[src/rtl/serial_echo_tx.sv]
// Echo transmitter: queues host characters (CR expanded to CR+LF) and sends them as 8N1 frames.
// Define TX_PARITY_EN to add an even-parity bit (8E1 frames).
module serial_echo_tx #(
    parameter int unsigned CLKS_PER_BIT    = 434,
    parameter int unsigned FIFO_DEPTH_LOG2 = 4
) (
    input  logic                       sys_clk,
    input  logic                       RST,
    input  logic [7:0]                 char_in,
    input  logic                       newChar,
    input  logic                       tx_enable,
    input  logic                       clr_ovf,
    output logic                       tx,
    output logic                       tx_busy,
    output logic [FIFO_DEPTH_LOG2:0]   fifo_count,
    output logic                       overflow
);

    localparam int unsigned Depth  = 2 ** FIFO_DEPTH_LOG2;
    localparam int unsigned TimerW = (CLKS_PER_BIT > 1) ? $clog2(CLKS_PER_BIT) : 1;
    localparam logic [TimerW-1:0]          TimerMax  = TimerW'(CLKS_PER_BIT - 1);
    localparam logic [FIFO_DEPTH_LOG2:0]   CountFull = (FIFO_DEPTH_LOG2 + 1)'(Depth);

`ifdef TX_PARITY_EN
    typedef enum logic [2:0] {StIdle, StStart, StData, StParity, StStop} state_e;
`else
    typedef enum logic [2:0] {StIdle, StStart, StData, StStop} state_e;
`endif

    state_e                       state_q, state_d;
    logic [TimerW-1:0]            timer_q, timer_d;
    logic [2:0]                   bit_idx_q, bit_idx_d;
    logic [7:0]                   data_q, data_d;
    logic                         tx_q, tx_d;
    logic                         busy_q, busy_d;
    logic [FIFO_DEPTH_LOG2-1:0]   wr_ptr_q, wr_ptr_d;
    logic [FIFO_DEPTH_LOG2-1:0]   rd_ptr_q, rd_ptr_d;
    logic [FIFO_DEPTH_LOG2:0]     count_q, count_d;
    logic                         lf_pending_q, lf_pending_d;
    logic                         overflow_q, overflow_d;
    logic [7:0]                   mem_q [Depth];

    logic       bit_done;
    logic       pop;
    logic       push;
    logic [7:0] push_data;
    logic       strobe;
    logic       room;
    logic       ovf_set;

    assign bit_done = (timer_q == TimerMax);
    assign strobe   = newChar & tx_enable;
    // A pop in the same cycle frees the slot, so a full FIFO can still accept.
    assign room     = (count_q != CountFull) || pop;

    always_ff @(posedge sys_clk) begin
        if (RST) begin
            state_q      <= StIdle;
            timer_q      <= '0;
            bit_idx_q    <= '0;
            data_q       <= '0;
            tx_q         <= 1'b1;
            busy_q       <= 1'b0;
            wr_ptr_q     <= '0;
            rd_ptr_q     <= '0;
            count_q      <= '0;
            lf_pending_q <= 1'b0;
            overflow_q   <= 1'b0;
        end else begin
            state_q      <= state_d;
            timer_q      <= timer_d;
            bit_idx_q    <= bit_idx_d;
            data_q       <= data_d;
            tx_q         <= tx_d;
            busy_q       <= busy_d;
            wr_ptr_q     <= wr_ptr_d;
            rd_ptr_q     <= rd_ptr_d;
            count_q      <= count_d;
            lf_pending_q <= lf_pending_d;
            overflow_q   <= overflow_d;
        end
    end

    always_ff @(posedge sys_clk) begin
        if (push) begin
            mem_q[wr_ptr_q] <= push_data;
        end
    end

    // Transmit FSM: next state plus the line level, which is registered into tx_q.
    always_comb begin
        state_d   = state_q;
        timer_d   = timer_q;
        bit_idx_d = bit_idx_q;
        data_d    = data_q;
        pop       = 1'b0;
        tx_d      = 1'b1;
        unique case (state_q)
            StIdle: begin
                timer_d = '0;
                if (count_q != '0) begin
                    pop     = 1'b1;
                    data_d  = mem_q[rd_ptr_q];
                    state_d = StStart;
                end
            end
            StStart: begin
                tx_d    = 1'b0;
                timer_d = bit_done ? '0 : timer_q + 1'b1;
                if (bit_done) begin
                    bit_idx_d = '0;
                    state_d   = StData;
                end
            end
            StData: begin
                tx_d    = data_q[bit_idx_q];
                timer_d = bit_done ? '0 : timer_q + 1'b1;
                if (bit_done) begin
                    if (bit_idx_q == 3'd7) begin
`ifdef TX_PARITY_EN
                        state_d = StParity;
`else
                        state_d = StStop;
`endif
                    end else begin
                        bit_idx_d = bit_idx_q + 3'd1;
                    end
                end
            end
`ifdef TX_PARITY_EN
            StParity: begin
                tx_d    = ^data_q;
                timer_d = bit_done ? '0 : timer_q + 1'b1;
                if (bit_done) begin
                    state_d = StStop;
                end
            end
`endif
            StStop: begin
                tx_d    = 1'b1;
                timer_d = bit_done ? '0 : timer_q + 1'b1;
                if (bit_done) begin
                    state_d = StIdle;
                end
            end
            default: state_d = StIdle;
        endcase
    end

    // FIFO write side; a pending LF takes the slot ahead of any new strobe.
    always_comb begin
        push         = 1'b0;
        push_data    = char_in;
        lf_pending_d = 1'b0;
        ovf_set      = 1'b0;
        if (lf_pending_q) begin
            push_data = 8'h0A;
            ovf_set   = strobe | ~room;
            push      = room;
        end else if (strobe) begin
            if (room) begin
                push         = 1'b1;
                lf_pending_d = (char_in == 8'h0D);
            end else begin
                ovf_set = 1'b1;
            end
        end
    end

    always_comb begin
        wr_ptr_d   = push ? wr_ptr_q + 1'b1 : wr_ptr_q;
        rd_ptr_d   = pop ? rd_ptr_q + 1'b1 : rd_ptr_q;
        count_d    = count_q;
        if (push && !pop) begin
            count_d = count_q + 1'b1;
        end else if (pop && !push) begin
            count_d = count_q - 1'b1;
        end
        overflow_d = ovf_set ? 1'b1 : (clr_ovf ? 1'b0 : overflow_q);
        busy_d     = (state_q != StIdle) || (count_q != '0);
    end

    assign tx         = tx_q;
    assign tx_busy    = busy_q;
    assign fifo_count = count_q;
    assign overflow   = overflow_q;

endmodule

[config.mk]
export PLATFORM = sky130hd
export DESIGN_NAME = serial_echo_tx
export DESIGN_NICKNAME = d
export VERILOG_FILES = /design/src/rtl/serial_echo_tx.sv
export SDC_FILE = /design/constraint.sdc
export NUM_CORES = 1
export LEC_CHECK = 0
export BUFFER_PORTS_ARGS = -buffer_cell sky130_fd_sc_hd__buf_2
export CAP_MARGIN = 20
export CORE_MARGIN = 2
export CORE_UTILIZATION = 41
export DETAILED_ROUTE_END_ITERATION = 12
export GPL_TIMING_DRIVEN = 0
export PLACE_DENSITY = 0.66
export SYNTH_ARGS = -nofsm -noshare
export SYNTH_HDL_FRONTEND = slang
export SYNTH_SLANG_ARGS = --single-unit
export TNS_END_PERCENT = 50
[constraint.sdc]
create_clock -name sys_clk -period 2.8 [get_ports sys_clk]
set_input_delay 0.14 -clock sys_clk [delete_from_list [all_inputs] [get_ports sys_clk]]
set_output_delay 0.14 -clock sys_clk [all_outputs]
set_load 0.01 [all_outputs]
==> results of run 1 <==
[kinds of logic (layout without fill, tap and decap cells)]
group | count (synthesis) | count (layout)
mux | 59 | 59
simple gates | 113 | 113
flops | 167 | 167
fa+ha+maj | 21 | 21
compound gates | 72 | 72
buf+inv | 33 | 99
xor+xnor | 13 | 13
[power by group]
part | internal (uW) | switching (uW)
logic | 711 | 918
registers | 2800 | 124
clock network | 1270 | 1000
[cells in the mapped netlist (3+ instances only)]
cell | instances | share of area (%)
sky130_fd_sc_hd__clkbuf_1 | 11 | 0.59
sky130_fd_sc_hd__buf_2 | 6 | 0.43
sky130_fd_sc_hd__o22ai_1 | 16 | 1.4
sky130_fd_sc_hd__dfxtp_1 | 39 | 11
sky130_fd_sc_hd__mux2i_1 | 39 | 5.5
sky130_fd_sc_hd__nand3_1 | 6 | 0.43
sky130_fd_sc_hd__nor2b_1 | 15 | 1.3
sky130_fd_sc_hd__o21ai_0 | 12 | 0.85
sky130_fd_sc_hd__a22oi_1 | 9 | 0.96
sky130_fd_sc_hd__a21oi_1 | 19 | 1.3
sky130_fd_sc_hd__and3_1 | 15 | 1.3
sky130_fd_sc_hd__o211ai_1 | 3 | 0.32
sky130_fd_sc_hd__ha_1 | 19 | 3.4
sky130_fd_sc_hd__nand2_1 | 13 | 0.69
sky130_fd_sc_hd__nor2_1 | 26 | 1.4
sky130_fd_sc_hd__edfxtp_1 | 128 | 55
sky130_fd_sc_hd__inv_1 | 12 | 0.64
sky130_fd_sc_hd__mux4_2 | 18 | 5.8
sky130_fd_sc_hd__xnor2_1 | 7 | 0.87
sky130_fd_sc_hd__xor2_1 | 6 | 0.75
sky130_fd_sc_hd__nor3_1 | 13 | 0.92
sky130_fd_sc_hd__buf_1 | 3 | 0.16
sky130_fd_sc_hd__and2_1 | 4 | 0.36
[area by class of cell]
| type | instances | share of cell area (%) |
|---|---|---|
| Clock buffer | 18 | 5.36 |
| Buffer | 20 | 1.13 |
| Multi-Input combinational cell | 278 | 28.6 |
| Inverter | 13 | 0.626 |
| Tap cell | 220 | 3.36 |
| Timing Repair Buffer | 34 | 2.75 |
| Sequential cell | 167 | 56.6 |
| Clock inverter | 14 | 1.63 |
[critical path, stage by stage (launching register included)]
cell and delay (ns):
sky130_fd_sc_hd__dfxtp_4 0.38, sky130_fd_sc_hd__or4_4 0.53, sky130_fd_sc_hd__o21a_1 0.23, sky130_fd_sc_hd__inv_4 0.06
sky130_fd_sc_hd__ha_2 0.17, sky130_fd_sc_hd__inv_2 0.07, sky130_fd_sc_hd__fa_2 0.35, sky130_fd_sc_hd__a21o_1 0.18
sky130_fd_sc_hd__a21oi_2 0.16, sky130_fd_sc_hd__mux2i_1 0.20, sky130_fd_sc_hd__mux2_2 0.35
[worst max-delay path by stage]
stage          cells past startpoint  slack, ns            end          start
4_1_cts                           10      0.004  fifo_count[4]  fifo_count[0]
5_1_grt                           10       -0.1  fifo_count[4]  fifo_count[0]
2_1_floorplan                     10      0.004  fifo_count[4]  fifo_count[0]
3_5_place_dp                      12      -0.38  fifo_count[4]     state_q[0]
3_3_place_gp                      12      -0.26  fifo_count[4]     state_q[0]
6_report                          10     -0.003  fifo_count[4]  fifo_count[0]
[per-layer routing]
layer	GRT usage, %	part of all wire (%)
met1	22.0	43
met2	27.8	50
met3	3.87	4.5
met4	5.38	1.8
met5	0	0
[sequential cells by signal, indices dropped and copies added (netlist names)]
name          flops
data_q            8
timer_q           9
rd_ptr_q          4
fifo_count        5
wr_ptr_q          4
tx                1
lf_pending_q      1
tx_busy           1
overflow          1
bit_idx_q         3
mem_q           128
state_q           2
[stage by stage]
stage          hold WS (ns)  util, %
4_1_cts               0.148     48.9
3_3_place_gp          0.411     44.5
6_report              0.152     49.0
3_5_place_dp          0.412     44.7
5_1_grt               0.155     49.0
2_1_floorplan         0.278        -
[what timing repair did]
action / 4_1_cts / 5_1_grt
pin swaps: 2 / 0
setup buffers: 5 / 0
endpoints found under the setup margin: 2 / 2
hold buffers: 4 / 0
gates resized for setup: 10 / 3
hold endpoints to repair: 2 / 0
==> impl_metrics.json, run 1 <==
{
  "maximum_number_of_pins_on_one_net_before_global_route_repair": 17,
  "detail_route.first_pass.iterations": 5,
  "synthesis.nets": 511,
  "placeableCoreArea_sq_mm": 0.0167,
  "initialDrtViolationCount": 281,
  "outcome": "finished, violations left",
  "timing.critical_path.arrival_ns": 3.11,
  "setup.reg_to_reg.worst_slack_ns": -0.003,
  "drt-vias-per-instance": 5.43,
  "tritoncts": "built",
  "stdcell_area_sq_mm": 0.00819,
  "worstRegToRegCells": 10,
  "worst_ep_required_time_ns": 3.11,
  "synthesis.yosys.warnings": 0,
  "synth_xor_xnor_area_share_pct": 1.62,
  "multiInputGateArea_sq_mm": 0.00234,
  "synth_mux_area_share_pct": 11.6,
  "die_height_um": 135,
  "post-route-drc-count": 0,
  "power.density_cell_area_mw_per_mm2": 834,
  "detailedPlace.worstSlack_ns": -0.378,
  "first_global_vias": 4198,
  "post_synth_fa_ha_maj_area_fraction_pct": 3.80,
  "path_clk_slew_ns": 0.06,
  "path_class_of_the_lowest_slack_min_delay_path": "primary input to flip-flop",
  "avgRoutedWirePerCell_um": 18.9,
  "area_delta_synth_final_pct": 16.2,
  "commonest_non_fill_non_tap_cell_in_the_layout": "sky130_fd_sc_hd__edfxtp_1",
  "tns_ns": -0.00343,
  "first_pass_grt_wire_length_um": 22700,
  "setup.worst_path.start_class": "flip-flop",
  "design.portCount": 21,
  "grt_overflow_total": 0,
  "port_buffers": 19,
  "synthArstFlopShare_pct": 0,
  "clock_skew_ns": 0.00841,
  "antennaDiodeCount": 0,
  "cts_buf_count": 17,
  "synth_sequential_area_ratio_pct": 65.6,
  "worstSkewPairLatency_ns": 0.42,
  "flip_flop_and_latch_count_after_synthesis": 167,
  "whs_endpoint": "overflow",
  "synth-edff-count": 128,
  "floorplan.die_area_sq_mm": 0.0183,
  "vias": 4150,
  "max_clock_freq_mhz": 357,
  "postLayoutSetupSlackWorst_ns": -0.00343,
  "failed_checks": "setup timing",
  "rr_startpoint": "fifo_count[0]",
  "stdcell_count": 764,
  "max-vdd-ir-drop_mv": 0.877,
  "critical_path.max_fanout": 6,
  "mapped_cell_area_sq_mm": 0.00705,
  "avgSynthCellArea_sq_um": 14.7,
  "route.antenna.remaining_nets": 0,
  "ctsRootBufferMaster": "sky130_fd_sc_hd__clkbuf_16",
  "totalWireLength_um": 14400,
  "slew_viol_final": 0,
  "synth_compound_area_share_pct": 6.46,
  "die_width_um": 135,
  "clock_sinks": 167,
  "pnr_total_power_uw": 6830,
  "worstHoldPathCells": 4,
  "ys_dominant_reg_cell": "sky130_fd_sc_hd__edfxtp_1",
  "grt_use_total_pct": 16.8,
  "critical_path.endpoint_type": "flip-flop",
  "worstHoldStart": "newChar",
  "post_synth_and_or_nand_nor_area_fraction_pct": 9.02,
  "gpl.final_weighted_congestion": 0.831,
  "dp.final_hpwl_um": 9760,
  "final_critical_path_time_including_i_o_delays_and_setup_ns": 2.80,
  "tightestPinTransition_ns": 1.00,
  "finalNetCount": 564,
  "initial_utilization_pct": 42.2,
  "fraction_of_layout_cells_with_a_size_suffix_above_1_pct": 20.2,
  "period_utilization_post_route_pct": 100,
  "synthCells": 478,
  "max_cap_violations": 0,
  "setup_viol": 1,
  "regArea_sq_mm": 0.00463,
  "worst_slew_slack_as_a_fraction_of_its_limit_pct": 33.1,
  "finalHoldViolations": 0,
  "numPlacedInstances": 720,
  "worstReg2RegEnd": "fifo_count[4]",
  "dpl_cell_area_sq_mm": 0.00746,
  "clk_path_buf_depth": 2,
  "static-leakage-power_uw": 0.00278,
  "rows": 47,
  "synthDistinctLibCells": 51,
  "worstSetupPathType": "flip-flop to flip-flop",
  "most-common-layout-cells": "sky130_fd_sc_hd__edfxtp_1, sky130_fd_sc_hd__mux2i_1, sky130_fd_sc_hd__dfxtp_1",
  "nFillCells": 1457,
  "unrepaired_setup_endpoints_after_global_routing": "yes",
  "antenna_found_initial": 0,
  "dominant_combinational_cell_family_by_area_after_synthesis": "multiplexers",
  "htree_levels": 4
}
Power figures use the tool's default switching activity.
==> run 2, diff against run 1 <==
Settings changed: ABC_AREA set to 1, CELL_PAD_IN_SITES_DETAIL_PLACEMENT set to 0, CELL_PAD_IN_SITES_GLOBAL_PLACEMENT set to 1, PLACE_DENSITY 0.66 to unset, PLACE_DENSITY_LB_ADDON set to 0.1.
==> impl_metrics.json, run 2 <==
{
  "finalNetCount": 913,
  "synthesis.nets": 866,
  "grt_overflow_total": 0,
  "ctsRootBufferMaster": "sky130_fd_sc_hd__clkbuf_16",
  "critical_path.endpoint_type": "flip-flop",
  "postLayoutSetupSlackWorst_ns": 0.256,
  "rows": 49,
  "static-leakage-power_uw": 0.00372,
  "worstRegToRegCells": 13,
  "finalHoldViolations": 0,
  "biggestRegsByFlops": "mem_q: 128 flops, timer_q: 9 flops, data_q: 8 flops",
  "placeableCoreArea_sq_mm": 0.0181,
  "crit_path_start": "state_q[0]",
  "maximum_number_of_pins_on_one_net_before_global_route_repair": 18,
  "nFillCells": 1752,
  "avgSynthCellArea_sq_um": 9.20,
  "setup.worst_path.start_class": "flip-flop",
  "ys_dominant_reg_cell": "sky130_fd_sc_hd__edfxtp_1",
  "flip_flop_and_latch_count_after_synthesis": 167,
  "slew_viol_final": 0,
  "synth-edff-count": 128,
  "synth_top_area_share_pct": 50.2,
  "worstSetupPathType": "flip-flop to flip-flop",
  "worstReg2RegEnd": "fifo_count[3]",
  "vias": 5478,
  "fraction_of_layout_cells_with_a_size_suffix_above_1_pct": 11.3,
  "max-vdd-ir-drop_mv": 0.485,
  "grt_use_total_pct": 19.6,
  "avgRoutedWirePerCell_um": 16.3,
  "clk_path_buf_depth": 2,
  "numPlacedInstances": 1084,
  "synth_top_cell_by_area": "sky130_fd_sc_hd__edfxtp_1",
  "ys_top_cells_by_count": "sky130_fd_sc_hd__nand2_1, sky130_fd_sc_hd__edfxtp_1, sky130_fd_sc_hd__inv_1",
  "gpl.final_weighted_congestion": 0.851,
  "initial_utilization_pct": 42.2,
  "tritoncts": "built",
  "max_clock_freq_mhz": 393,
  "dpl_cell_area_sq_mm": 0.00808,
  "rr_startpoint": "state_q[0]",
  "clock_skew_ns": 0.0130,
  "floorplan.die_area_sq_mm": 0.0198,
  "setup.reg_to_reg.worst_slack_ns": 0.26,
  "cts_buf_count": 17,
  "worstSkewPairLatency_ns": 0.43,
  "mapped_cell_area_sq_mm": 0.00766,
  "area_delta_synth_final_pct": 13.5,
  "detail_route.first_pass.iterations": 5,
  "path_class_of_the_lowest_slack_min_delay_path": "primary input to flip-flop",
  "unrepaired_setup_endpoints_after_global_routing": "no",
  "period_utilization_post_route_pct": 90.9,
  "antenna_found_initial": 0,
  "final_critical_path_time_including_i_o_delays_and_setup_ns": 2.54,
  "most_common_cell_in_the_netlist": "sky130_fd_sc_hd__nand2_1",
  "stdcell_area_sq_mm": 0.00870,
  "detailedPlace.worstSlack_ns": 0.0406,
  "setup_viol": 0,
  "end_of_flow_core_utilization_pct": 47.9,
  "die_height_um": 141,
  "outcome": "complete, no violations",
  "synthArstFlopShare_pct": 0,
  "synth_sequential_area_ratio_pct": 60.4,
  "die_width_um": 141,
  "post-route-drc-count": 0,
  "most-common-layout-cells": "sky130_fd_sc_hd__nand2_1, sky130_fd_sc_hd__edfxtp_1, sky130_fd_sc_hd__inv_1",
  "first_pass_grt_wire_length_um": 29000,
  "worstSetupEndpoint": "fifo_count[3]",
  "regMostFlops": "mem_q",
  "synth.top_cells.by_area": "sky130_fd_sc_hd__edfxtp_1, sky130_fd_sc_hd__nand2_1, sky130_fd_sc_hd__dfxtp_1",
  "commonest_non_fill_non_tap_cell_in_the_layout": "sky130_fd_sc_hd__nand2_1",
  "critical_path.max_fanout": 7,
  "initialDrtViolationCount": 453,
  "synthDistinctLibCells": 37,
  "power.density_cell_area_mw_per_mm2": 869,
  "worst_ep_required_time_ns": 3.13,
  "totalWireLength_um": 18300,
  "htree_levels": 4,
  "antennaDiodeCount": 0,
  "max_cap_violations": 0,
  "tightestPinTransition_ns": 0.946,
  "first_global_vias": 5307,
  "synthCells": 833,
  "tns_ns": 0,
  "stdcell_count": 1122,
  "path_clk_slew_ns": 0.07,
  "design.portCount": 21,
  "synthesis.yosys.warnings": 0,
  "dp.final_hpwl_um": 12900,
  "timing.critical_path.arrival_ns": 2.87,
  "route.antenna.remaining_nets": 0,
  "clock_sinks": 167,
  "drt-vias-per-instance": 4.88,
  "worst_slew_slack_as_a_fraction_of_its_limit_pct": 36.9,
  "port_buffers": 19,
  "max_reg_flops": 128
}
==> run 2: worst max-delay path, cell delays in order (launching register included) <==
cell and delay, ns:
sky130_fd_sc_hd__dfxtp_2 0.37, sky130_fd_sc_hd__inv_1 0.09, sky130_fd_sc_hd__ha_2 0.23, sky130_fd_sc_hd__or2_4 0.27, sky130_fd_sc_hd__o21ai_4 0.19, sky130_fd_sc_hd__inv_4 0.08, sky130_fd_sc_hd__ha_1 0.24, sky130_fd_sc_hd__inv_2 0.10
sky130_fd_sc_hd__ha_1 0.28, sky130_fd_sc_hd__a21oi_1 0.17, sky130_fd_sc_hd__nand2_1 0.08, sky130_fd_sc_hd__xor2_1 0.14, sky130_fd_sc_hd__o21ai_0 0.15, sky130_fd_sc_hd__inv_1 0.05
==> run 2: per-layer routing <==
layer | up-vias | share of wire (%) | GRT usage [%] | wire (um)
met5 | - | 0 | 0 | 0
met4 | 0 | 1.0 | 4.47 | 190
met3 | 11 | 4.2 | 4.14 | 766
met2 | 125 | 46 | 30.9 | 8460
met1 | 2560 | 49 | 28.2 | 8920
li1 | 2782 | - | - | -
==> run 2: report_power, final <==
part           total [uW]  internal [uW]  switching, uW
clock network        2230           1170           1060
registers            2910           2800            107
logic                2420            763           1650
==> run 2: logic make-up (layout without fill, tap and decap cells) <==
family / Yosys count / after routing / synth area share [%]
xor gates and xnor gates: 7 / 7 / 0.800
AOI/OAI and AO/OA: 48 / 48 / 3.56
DFF: 167 / 167 / 60.4
adders and majority gates: 20 / 20 / 3.36
buffers and inverters: 149 / 209 / 8.00
and+or+nand+nor: 442 / 442 / 23.9
==> run 2: worst min-delay path by stage <==
| stage | startpoint | to | slack (ns) | depth (start not counted) |
|---|---|---|---|---|
| after CTS | tx_enable | overflow | 0.09 | 5 |
| final | tx_enable | overflow | 0.1 | 5 |
| after global placement | char_in[7] | lf_pending_q | 0.41 | 4 |
| after floorplan | char_in[7] | lf_pending_q | 0.30 | 3 |
| after detailed placement | char_in[1] | lf_pending_q | 0.42 | 4 |
| after global routing | tx_enable | overflow | 0.15 | 5 |
==> run 2: final cells by class <==
class / instances / area (sq um) / area share (%)
plain buffers: 32 / 171 / 1.97
clock buffers: 17 / 425 / 4.89
multi-input cells: 517 / 2430 / 27.9
flip-flops and latches: 167 / 4630 / 53.2
clock inverters: 15 / 130 / 1.50
inverters: 117 / 442 / 5.08
repair buffers: 28 / 184 / 2.12
well taps: 229 / 287 / 3.29
==> run 2: repair_timing <==
| action | in CTS | in global routing |
|---|---|---|
| hold endpoints to repair | 2 | 0 |
| resized for setup | 0 | 4 |
| setup buffers | 0 | 1 |
| hold buffers | 4 | 0 |
| endpoints found under the setup margin | 0 | 2 |
==> run 2: stage by stage <==
stage | hold WS (ns) | power, uW
finish | 0.0957 | 7560
global route | 0.155 | 8060
CTS | 0.0893 | 7610
detailed placement | 0.421 | 5370
global placement | 0.412 | 5340
floorplan | 0.298 | 4600
==> run 3, diff against run 2 <==
Settings changed: CELL_PAD_IN_SITES_DETAIL_PLACEMENT 0 to 1, CELL_PAD_IN_SITES_GLOBAL_PLACEMENT 1 to 2, CORE_UTILIZATION 41 to 36.
==> impl_metrics.json, run 3 (synthesis gave the netlist of run 2 again) <==
{
  "max_cap_violations": 0,
  "outcome": "complete, no violations",
  "rows": 53,
  "critical_path.endpoint_type": "flip-flop",
  "unrepaired_setup_endpoints_after_global_routing": "no",
  "worstHoldStart": "tx_enable",
  "tritoncts": "built",
  "critical_path.max_fanout": 7,
  "floorplan.die_area_sq_mm": 0.0225,
  "gpl.final_weighted_congestion": 0.848,
  "globalRouteMet1Util_pct": 27.3,
  "drt-vias-per-instance": 4.82,
  "grtUsageMet3_pct": 2.93,
  "worst_ep_required_time_ns": 3.13,
  "grt.met2_usage_pct": 33.2,
  "max_clock_freq_mhz": 386,
  "vias": 5634,
  "first_global_vias": 5760,
  "first_pass_grt_wire_length_um": 33000,
  "worstPathCellList": "inv_1 > ha_2 > or2_4 > o21ai_4 > inv_4 > ha_1 > inv_2 > ha_1 > a21oi_1 > nand2_1 > xor2_1 > o21ai_0 > inv_1",
  "ctsRootBufferMaster": "sky130_fd_sc_hd__clkbuf_16",
  "initialDrtViolationCount": 317,
  "maximum_number_of_pins_on_one_net_before_global_route_repair": 18,
  "antenna_found_initial": 0,
  "design.portCount": 21,
  "power.density_cell_area_mw_per_mm2": 885,
  "die_width_um": 150,
  "timing.critical_path.arrival_ns": 2.92,
  "setup.worst_path.start_class": "flip-flop",
  "commonest_non_fill_non_tap_cell_in_the_layout": "sky130_fd_sc_hd__nand2_1",
  "max_reg_flops": 128,
  "grt-busiest-layer": "met2",
  "worst_slew_slack_as_a_fraction_of_its_limit_pct": 39.6,
  "grt_use_total_pct": 20.0,
  "regMostFlops": "mem_q",
  "period_utilization_post_route_pct": 92.6,
  "cts_buf_count": 17,
  "slew_viol_final": 0,
  "critical_path.top_delay_family": "adder cells",
  "worstSkewPairLatency_ns": 0.43,
  "avgRoutedWirePerCell_um": 18.2,
  "initial_utilization_pct": 36.6,
  "detail_route.first_pass.iterations": 4,
  "crit_path_start": "state_q[0]",
  "finalHoldViolations": 0,
  "biggestRegsByFlops": "mem_q: 128 flops, timer_q: 9 flops, data_q: 8 flops",
  "fraction_of_layout_cells_with_a_size_suffix_above_1_pct": 11.4,
  "grt_overflow_total": 0,
  "path_class_of_the_lowest_slack_min_delay_path": "primary input to flip-flop",
  "static-leakage-power_uw": 0.00376,
  "worstSetupPathType": "flip-flop to flip-flop",
  "most-common-layout-cells": "sky130_fd_sc_hd__nand2_1, sky130_fd_sc_hd__edfxtp_1, sky130_fd_sc_hd__inv_1",
  "rr_startpoint": "state_q[0]",
  "stdcell_area_sq_mm": 0.00881,
  "timing.critical_path.buf_inv": 4,
  "route.antenna.remaining_nets": 0,
  "final_critical_path_time_including_i_o_delays_and_setup_ns": 2.59,
  "cpMaxStageDelayCell": "sky130_fd_sc_hd__dfxtp_2",
  "max-vdd-ir-drop_mv": 0.587,
  "path_clk_slew_ns": 0.07,
  "cpPeakStageDelay_ns": 0.37,
  "dp.final_hpwl_um": 15600,
  "tightestPinTransition_ns": 0.903,
  "setup_viol": 0,
  "finalNetCount": 915,
  "clock_skew_ns": 0.0112,
  "clock_sinks": 167,
  "placeableCoreArea_sq_mm": 0.0210,
  "dpl_cell_area_sq_mm": 0.00817,
  "fin_worst_hold_slack_ns": 0.109,
  "htree_levels": 4,
  "port_buffers": 19,
  "totalWireLength_um": 21300,
  "clk_path_buf_depth": 2,
  "area_delta_synth_final_pct": 15.0,
  "antennaDiodeCount": 0,
  "die_height_um": 150,
  "post-route-drc-count": 0,
  "numPlacedInstances": 1133,
  "stdcell_count": 1170
}
==> run 3: metal layers <==
layer  wire, um  vias to the layer above  part of all wire, %
li1           -                     2786                    -
met1      10200                     2746                   48
met2      10100                       85                   48
met3        681                       17                  3.2
met4        305                        0                  1.4
met5          0                        -                    0
==> run 3: path summary, 6_finish.rpt <==
path | cells after the start | slack, ns | to
max | 13 | 0.21 | fifo_count[3]
min | 5 | 0.11 | overflow
max reg2reg | 13 | 0.21 | fifo_count[3]
min reg2reg | 2 | 0.50 | overflow
==> run 3: power by group <==
part           internal, uW  total (uW)  switching [uW]
clock                  1270        2350            1080
combinational           768        2540            1770
sequential             2800        2910             108
==> run 3: per-stage QoR <==
step	total power (uW)	utilization [%]	setup slack, ns	TNS (ns)
after global routing	8260	42.0	0.0444	0
final	7790	42.0	0.207	0
after detailed placement	5510	39.0	-0.0492	-0.0492
after CTS	7860	42.0	0.00836	0
after floorplan	4600	-	0.329	0
after global placement	5410	38.6	0.0625	0
==> run 3: final cells by class <==
type | instances | area (sq um)
Fill cell | 2472 | 12100
Sequential cell | 167 | 4630
Multi-Input combinational cell | 517 | 2430
Inverter | 117 | 442
Clock buffer | 18 | 429
Tap cell | 275 | 344
Timing Repair Buffer | 30 | 210
Buffer | 32 | 171
Clock inverter | 14 | 156
==> run 3: worst register-to-register path: cells and delay by family (launching register included) <==
family          cells  cell delay [ns]
buf+inv             4             0.33
simple gates        2             0.36
xor+xnor            1             0.14
fa+ha+maj           3             0.77
flops               1             0.37
compound gates      3             0.52
==> run 3: what timing repair did <==
item,4_1_cts,5_1_grt
setup buffers,0,1
hold endpoints to repair,2,0
hold buffers,4,0
pin swaps,0,1
gates resized for setup,1,3
endpoints found under the setup margin,2,2
cloned,0,0
